**src/rtl/keypad_pkg.sv**
```systemverilog
// ============================================================================
// Module   : keypad_pkg
// Purpose  : Shared keypad types, matrix size and key-to-hex mapping.
// Revision : 1.0
// ============================================================================
`default_nettype none

package keypad_pkg;

    localparam int NROWS = 4;
    localparam int NCOLS = 4;

    typedef enum logic [0:0] {
        SCAN    = 1'b0,
        PRESSED = 1'b1
    } state_t;

    // Column 0 is the leftmost key of each row.
    function automatic logic [3:0] key_map(input logic [1:0] row_idx,
                                           input logic [1:0] col_idx);
        logic [3:0] code;
        case ({row_idx, col_idx})
            4'h0:    code = 4'h1;
            4'h1:    code = 4'h2;
            4'h2:    code = 4'h3;
            4'h3:    code = 4'hA;
            4'h4:    code = 4'h4;
            4'h5:    code = 4'h5;
            4'h6:    code = 4'h6;
            4'h7:    code = 4'hB;
            4'h8:    code = 4'h7;
            4'h9:    code = 4'h8;
            4'hA:    code = 4'h9;
            4'hB:    code = 4'hC;
            4'hC:    code = 4'hE;
            4'hD:    code = 4'h0;
            4'hE:    code = 4'hF;
            default: code = 4'hD;
        endcase
        return code;
    endfunction

endpackage

`default_nettype wire

```
**src/rtl/sync_2ff.sv**
```systemverilog
// ============================================================================
// Module   : sync_2ff
// Purpose  : Two-flop synchronizer for asynchronous level inputs.
// Revision : 1.0
// ============================================================================
`default_nettype none

module sync_2ff #(
    parameter int WIDTH = 4
) (
    input  logic             clk,
    input  logic             reset,
    input  logic [WIDTH-1:0] d,
    output logic [WIDTH-1:0] q
);

    logic [WIDTH-1:0] meta_q;
    logic [WIDTH-1:0] sync_q;

    always_ff @(posedge clk) begin
        if (reset) begin
            meta_q <= '0;
            sync_q <= '0;
        end else begin
            meta_q <= d;
            sync_q <= meta_q;
        end
    end

    assign q = sync_q;

endmodule

`default_nettype wire

```
**src/rtl/keypad_scanner.sv**
```systemverilog
// ============================================================================
// Module   : keypad_scanner
// Purpose  : 4x4 matrix keypad row scanner that locks onto the first key seen.
// Revision : 1.0
// ============================================================================
`default_nettype none

module keypad_scanner
    import keypad_pkg::*;
#(
    parameter int SCAN_DIV       = 1000,
    parameter int RELEASE_CYCLES = 1000
) (
    input  logic             clk,
    input  logic             reset,
    input  logic [NCOLS-1:0] cols_n,
    output logic [NROWS-1:0] rows_n,
    output logic [NROWS-1:0] row_pressed,
    output logic [NCOLS-1:0] col_pressed,
    output logic             key_pressed,
    output logic [3:0]       key_code,
    output logic             new_key
);

    localparam int CNT_W = $clog2(SCAN_DIV);
    localparam int REL_W = $clog2(RELEASE_CYCLES + 1);
    localparam logic [CNT_W-1:0] CNT_LAST = CNT_W'(SCAN_DIV - 1);
    localparam logic [REL_W-1:0] REL_LAST = REL_W'(RELEASE_CYCLES - 1);

    logic [NCOLS-1:0] cols_s;

    state_t           state_q;
    logic [1:0]       ridx_q;
    logic [CNT_W-1:0] cnt_q;
    logic [REL_W-1:0] rel_q;
    logic [NROWS-1:0] rows_n_q;
    logic [NROWS-1:0] row_pressed_q;
    logic [NCOLS-1:0] col_pressed_q;
    logic             key_pressed_q;
    logic [3:0]       key_code_q;
    logic             new_key_q;

    logic [1:0]       low_col_idx;
    logic [NCOLS-1:0] low_col_oh;

    sync_2ff #(
        .WIDTH (NCOLS)
    ) u_col_sync (
        .clk   (clk),
        .reset (reset),
        .d     (~cols_n),
        .q     (cols_s)
    );

    // Walk from the highest column down so the lowest asserted one wins.
    always_comb begin
        low_col_idx = '0;
        low_col_oh  = '0;
        for (int c = NCOLS - 1; c >= 0; c--) begin
            if (cols_s[c]) begin
                low_col_idx   = 2'(c);
                low_col_oh    = '0;
                low_col_oh[c] = 1'b1;
            end
        end
    end

    always_ff @(posedge clk) begin
        if (reset) begin
            state_q       <= SCAN;
            ridx_q        <= '0;
            cnt_q         <= '0;
            rel_q         <= '0;
            rows_n_q      <= 4'b1110;
            row_pressed_q <= '0;
            col_pressed_q <= '0;
            key_pressed_q <= 1'b0;
            key_code_q    <= '0;
            new_key_q     <= 1'b0;
        end else begin
            new_key_q <= 1'b0;
            case (state_q)
                SCAN: begin
                    if (cnt_q == CNT_LAST) begin
                        cnt_q <= '0;
                        if (|cols_s) begin
                            state_q       <= PRESSED;
                            rel_q         <= '0;
                            row_pressed_q <= 4'b0001 << ridx_q;
                            col_pressed_q <= low_col_oh;
                            key_code_q    <= key_map(ridx_q, low_col_idx);
                            key_pressed_q <= 1'b1;
                            new_key_q     <= 1'b1;
                        end else begin
                            ridx_q   <= ridx_q + 2'd1;
                            rows_n_q <= ~(4'b0001 << (ridx_q + 2'd1));
                        end
                    end else begin
                        cnt_q <= cnt_q + CNT_W'(1);
                    end
                end
                PRESSED: begin
                    // Only the locked column matters; anything else is ignored.
                    if ((cols_s & col_pressed_q) == '0) begin
                        if (rel_q == REL_LAST) begin
                            state_q       <= SCAN;
                            rel_q         <= '0;
                            cnt_q         <= '0;
                            ridx_q        <= ridx_q + 2'd1;
                            rows_n_q      <= ~(4'b0001 << (ridx_q + 2'd1));
                            row_pressed_q <= '0;
                            col_pressed_q <= '0;
                            key_pressed_q <= 1'b0;
                        end else begin
                            rel_q <= rel_q + REL_W'(1);
                        end
                    end else begin
                        rel_q <= '0;
                    end
                end
                default: begin
                    state_q <= SCAN;
                end
            endcase
        end
    end

    assign rows_n      = rows_n_q;
    assign row_pressed = row_pressed_q;
    assign col_pressed = col_pressed_q;
    assign key_pressed = key_pressed_q;
    assign key_code    = key_code_q;
    assign new_key     = new_key_q;

endmodule

`default_nettype wire

```
**config.mk**
```make
export PLATFORM = sky130hd
export DESIGN_NAME = keypad_scanner
export DESIGN_NICKNAME = d
export VERILOG_FILES = /design/src/rtl/keypad_pkg.sv /design/src/rtl/sync_2ff.sv /design/src/rtl/keypad_scanner.sv
export SDC_FILE = /design/constraint.sdc
export NUM_CORES = 1
export LEC_CHECK = 0
export CAP_MARGIN = 20
export CORE_ASPECT_RATIO = 1.4
export CORE_MARGIN = 2
export CORE_UTILIZATION = 56
export CTS_CLUSTER_DIAMETER = 50
export DETAILED_ROUTE_END_ITERATION = 16
export PLACE_DENSITY = 0.79
export SLEW_MARGIN = 0
export SYNTH_ARGS = -nofsm -noshare
export SYNTH_HDL_FRONTEND = slang
export SYNTH_SLANG_ARGS = --single-unit
```
**constraint.sdc**
```tcl
create_clock -name clk -period 2.1 [get_ports clk]
set_input_delay 0.42 -clock clk [delete_from_list [all_inputs] [get_ports clk]]
set_output_delay 0.42 -clock clk [all_outputs]
set_load 0.02 [all_outputs]
```
---- Word-level counts from Yosys, hierarchy flattened ----
Memories as Yosys holds them, arrays and structs flattened. A register that Yosys moved wholly into a read port is not among the register bits.
Index checks and enable logic that the tools add are counted.
Widths: inputs -> output; s select.
word-level totals
  latch bits .............................. 0
  register bits after elaboration ......... 45
  memory bits (read-only) ................. 64
  logic and storage cells ................. 81
  memories ................................ 1
  output and inout port bits .............. 18
  memory bits (writable) .................. 0
memory list
  name              words  width  rd ports  clocked after Yosys merged registers in  write ports  RTL line          text
  (name not given)  16     4      1         1                                        0            keypad_pkg.sv:22  case ({row_idx, col_idx})
cells by class
  magnitude comparators ................... 0
  bitwise gates (word level) .............. 4
  eq/ne operators ......................... 7
  multipliers ............................. 0
  multiplexer cells ....................... 45
  reductions and logical operators ........ 8
  $add $sub $neg .......................... 3
  divide/modulo/power cells ............... 0
  shift operators ......................... 2
operators with widths
  operator               number
  $mux 10                7
  $mux 4                 14
  $pmux 10 s2            2
  $pmux 4 s2             3
  $add 10x1->10 const B  2
  $eq 10x10->1 const B   2
  $mux 2                 8
  $mux 1                 8
  $not 4->4              2
  $reduce_and 4->1       2
  $shl 1x2->4 const A    2
  $ne 2x2->1 const B     3
  $and 4x4->4            1
  $logic_not 4->1        1
  $ne 2x1->1 const B     2
  $pmux 1 s2             2
  $pmux 2 s2             1
  $reduce_and 2->1       2
  $reduce_or 4->1        1
  $reduce_and 3->1       1
  $add 2x1->2 const B    1
  $reduce_or 2->1        1
  $not 1->1              1

---- Logic depth before layout (Yosys ltp) ----
  depth after elaboration ................. 7
  depth in mapped cells ................... 7

---- Modules after synthesis ----
Synthesis repeated with hierarchy kept, for this count alone.
unflattened totals
  cells, all modules ...................... 245
  area, all modules ....................... 2193.4 um2
modules (own cells, without submodules)
  module          area an instance (um2)  seq. area each (um2)  instances  cells each
  keypad_scanner  1983.2                  820.8                 1          229
  sync_2ff        210.2                   160.2                 1          16

---- Worst setup path before layout ----
Ideal clock, no wire load.
  path kind ............................... register to register
  start point ............................. reg rel_q[0]
  end point ............................... reg ridx_q[0]
  slack ................................... 183 ps
  cell stages (with the launch flop) ...... 8
  library setup time ...................... 121 ps
  data required time ...................... 1979 ps
  clock period less this slack ............ 1917 ps
  arrival ................................. 1796 ps
  buffers on the path ..................... 2
  cells stage by stage .................... dfxtp_1 > ha_1 > nand2_1 > or4_1 > buf_2 > o32a_1 > buf_6 > mux2_4
on the way
  word-level cells in the longest chain between the ends .. 3
RTL lines
  what                        RTL line               text
  start, declared             keypad_scanner.sv:35   logic [REL_W-1:0] rel_q;
  start signal, assigned      keypad_scanner.sv:115  rel_q <= rel_q + REL_W'(1);
  $eq 10x10->1                keypad_scanner.sv:105  if (rel_q == REL_LAST) begin
  $ne 2x1->1 (no line)        --
  $reduce_and 4->1 (no line)  --
  end signal, assigned        keypad_scanner.sv:95   ridx_q <= ridx_q + 2'd1;
  end signal, assigned        keypad_scanner.sv:109  ridx_q <= ridx_q + 2'd1;
  end, declared               keypad_scanner.sv:33   logic [1:0] ridx_q;
No other way between the ends.
A chain may end at the register's enable or synchronous reset.

---- Final worst setup path ----
  start point ............................. reg rel_q[0]
  end point ............................... reg rows_n_q[0], in the netlist rows_n[0]
on the way
  word-level cells in the longest chain between the ends .. 3
RTL lines
  what                        RTL line               text
  $eq 10x10->1                keypad_scanner.sv:105
  $ne 2x1->1 (no line)        --
  $reduce_and 4->1 (no line)  --
  end signal, assigned        keypad_scanner.sv:96   rows_n_q <= ~(4'b0001 << (ridx_q + 2'd1));
  end signal, assigned        keypad_scanner.sv:110  rows_n_q <= ~(4'b0001 << (ridx_q + 2'd1));
  end, declared               keypad_scanner.sv:36   logic [NROWS-1:0] rows_n_q;
No other way between the ends.

==> impl_metrics.toml <==
[hold_path]
hp-start = "u_col_sync.meta_q[1]$_SDFF_PP0_"
min_to = "u_col_sync.q[1]$_SDFF_PP0_"
whs_path_depth = 1
hold_class = "reg -> reg"

[critical_path]
reg2reg_slack_ns = 0.16
r2r-start = "rel_q[0]$_SDFFE_PP0P_"
cp_cell_sequence = "ha_1 -> nand2_1 -> or4_1 -> o32a_1 -> mux2_4"
rr_worst_depth = 5
crit_path_top_delay_cell = "or4_1"
cp.arrival_ns = 2.15
cp_max_fo = 5
r2r-end = "rows_n[0]$_SDFFE_PP0P_"
cp-end-kind = "register"
critPathMaxStageDelay_ns = 0.53
critical_path_required_ns = 2.31
crit_type = "reg -> reg"
start_kind = "register"

[job]
max_cap_viol_count = 0

[synthesis]
synthCells = 277
synth_top_family_by_area = "simple AND/OR/NAND/NOR gates"
ys_types = 46
yosys.area_share.simple_pct = 27.1
synth_fa_ha_area_share_pct = 3.17
synth_flop_cell = "dfxtp_1"
ys_ff_latch = 49
syn_area_um2 = 2370
synth_edf_count = 0
synth-compound-area-share_pct = 19.1
synthXorXnorAreaFrac_pct = 1.48
yosys_warnings = 0
syn_nets = 289
async_flop_share_pct = 0
synthMuxAreaShare_pct = 3.43
ys_seq_area_share_pct = 41.4
avgSynthCellArea_um2 = 8.56

[clock_tree]
cts.htree.levels = 2
postCtsHoldBufs = 0
ctsResizeCount = 0
cts_tree = "done"
clkTransAtPathRegs_ns = 0.09
cts_inserted_buffers = 5
cts_sinks = 49
cts_max_path_buffers = 2
cts-root-buf = "clkbuf_8"
worstSkewPairLatency_ns = 0.31
post_cts_buffers = 0

[timing]
final.setup.tns_ns = 0
slew_viol_final = 0
fin_crit_sh_pct = 92.4
grt_setup_unrepaired = "false"
finalSetupViolCount = 0
clock.fmax_mhz = 515
slew_headroom_pct = 58.6
tightest_slew_ns = 0.612
final_hold_viol_count = 0
skew_ns = 0.0103
period_minus_slack_ns = 1.94

[global_routing]
grt_usage_pct = 24.3
grt_pass1_vias = 2042
grt_pass1_wl_um = 8940
grt_overflow = 0
antenna_found_initial = 0
grt_max_degree = 25

[floorplanning]
rows = 28
core-area_um2 = 4130
dieHeight_um = 81.0
dieArea_um2 = 4780
die_w_um = 59.0
io_pins = 24
initial_utilization_pct = 57.3

[cells_and_area]
final_cells = 349
diodes = 0
area_delta_synth_final_pct = 17.6
final_common_cell = "dfxtp_1"
fillerInstances = 359
layout_common_cells = "dfxtp_1 (49), clkdlybuf4s50_1 (23), nand2_1 (22), nor2_1 (22), a21oi_1 (18)"
layout.nets = 315
drive_above_1_share_pct = 9.87

[pwr]
power.leakage_nw = 1.05
total_power_w = 0.00165
power.density_nw_per_um2 = 590
peakVddDrop_uv = 435

[detailed_routing]
drt_iter0_drc = 77
via_per_inst = 6.07
wl_per_cell_um = 15.0
num_vias = 2117
antenna_left = 0
drtPass1Iterations = 5
drt_wl_total_um = 5250
drc = 0

[placement]
placed_cells = 341
gp_congestion = 0.864
port_buffers = 23
dp_hpwl_um = 3760

[status]
status = "finished, final reports clean"
where the power goes:
group	switching, W	internal (W)
combinational	0.0000404	0.0000350
clock	0.000320	0.000298
sequential	0.0000112	0.000941
total	0.000371	0.00127
cell type report:
cell class | instances | area (um^2) | area share (%)
Sequential cell | 49 | 981 | 35.2
Multi-Input combinational cell | 204 | 1290 | 46.2
Clock buffer | 7 | 96.3 | 3.46
Inverter | 5 | 18.8 | 0.674
Tap cell | 45 | 56.3 | 2.02
Timing Repair Buffer | 38 | 343 | 12.3
Clock inverter | 1 | 5.00 | 0.180
how the worst max path moves through the flow:
stage                               start                      to  slack, ns  cells after the start
4_1_cts             rel_q[0]$_SDFFE_PP0P_  rows_n[0]$_SDFFE_PP0P_       0.14                      5
2_1_floorplan       rel_q[0]$_SDFFE_PP0P_  ridx_q[0]$_SDFFE_PP0P_       0.18                      7
5_1_grt        u_col_sync.q[2]$_SDFF_PP0_  ridx_q[1]$_SDFFE_PP0P_       0.02                      5
3_3_place_gp   u_col_sync.q[2]$_SDFF_PP0_  rows_n[0]$_SDFFE_PP0P_       0.19                      4
3_5_place_dp        rel_q[0]$_SDFFE_PP0P_  ridx_q[0]$_SDFFE_PP0P_       0.14                      5
6_report            rel_q[0]$_SDFFE_PP0P_  rows_n[0]$_SDFFE_PP0P_       0.16                      5
metrics by stage:
stage / worst slack (ns) / cell area (um^2) / hold WS, ns / util [%]
global placement: 0.192 / 2690 / 0.419 / 65.0
detailed placement: 0.138 / 2690 / 0.430 / 65.0
finish: 0.160 / 2790 / 0.446 / 67.4
floorplan: 0.183 / 2370 / 0.414 / -
CTS: 0.138 / 2790 / 0.451 / 67.4
global route: 0.0236 / 2790 / 0.457 / 67.4
logic make-up (layout without fill, tap and decap cells):
kind of cell               after synthesis  after routing
xor gates and xnor gates                 4              4
DFF                                     49             49
and+or+nand+nor                        119            119
muxes                                    7              7
adders and majority gates                6              6
AOI/OAI and AO/OA                       68             68
buffers and inverters                   24             51
synth_stat cells, drive strengths merged (4+ instances only):
cell type	number	area [um^2]
nand2b	4	25.0
a21oi	18	90.1
a22o	5	43.8
nor2b	14	87.6
nor2	22	82.6
a31oi	8	50.1
nand4	7	43.8
o211ai	13	97.6
or3	4	25.0
buf	6	35.0
inv	5	18.8
clkbuf	13	48.8
nor3	8	40.0
mux2i	4	40.0
xnor2	4	35.0
nand3	14	70.1
dfxtp	49	981
or4	6	45.0
o21ai	9	45.0
nand2	22	82.6
ha	6	75.1
state kept, by name (all words and copies together), names as in the netlist, 2 cells and up:
signal	count
row_pressed	4
u_col_sync.meta_q	4
key_code	4
ridx_q	2
rel_q	10
rows_n	4
col_pressed	4
cnt_q	10
u_col_sync.q	4
per-layer routing:
metal | up-vias | share of wire [%] | GRT usage [%]
met2 | 42 | 52 | 42.9
met4 | 0 | 2.3 | 12.5
met1 | 1003 | 42 | 28.3
met3 | 11 | 2.9 | 2.87
li1 | 1061 | - | -
met5 | - | 0 | 0
worst max-delay path, delay by kind of cell (launching register included):
kind,cells,cell delay (ns)
AO/OA/AOI/OAI,1,0.31
multiplexers,1,0.33
AND/OR/NAND/NOR,2,0.61
adder cells (fa/ha/maj),1,0.22
flip-flops,1,0.38
(Power assumes the default switching activity.)
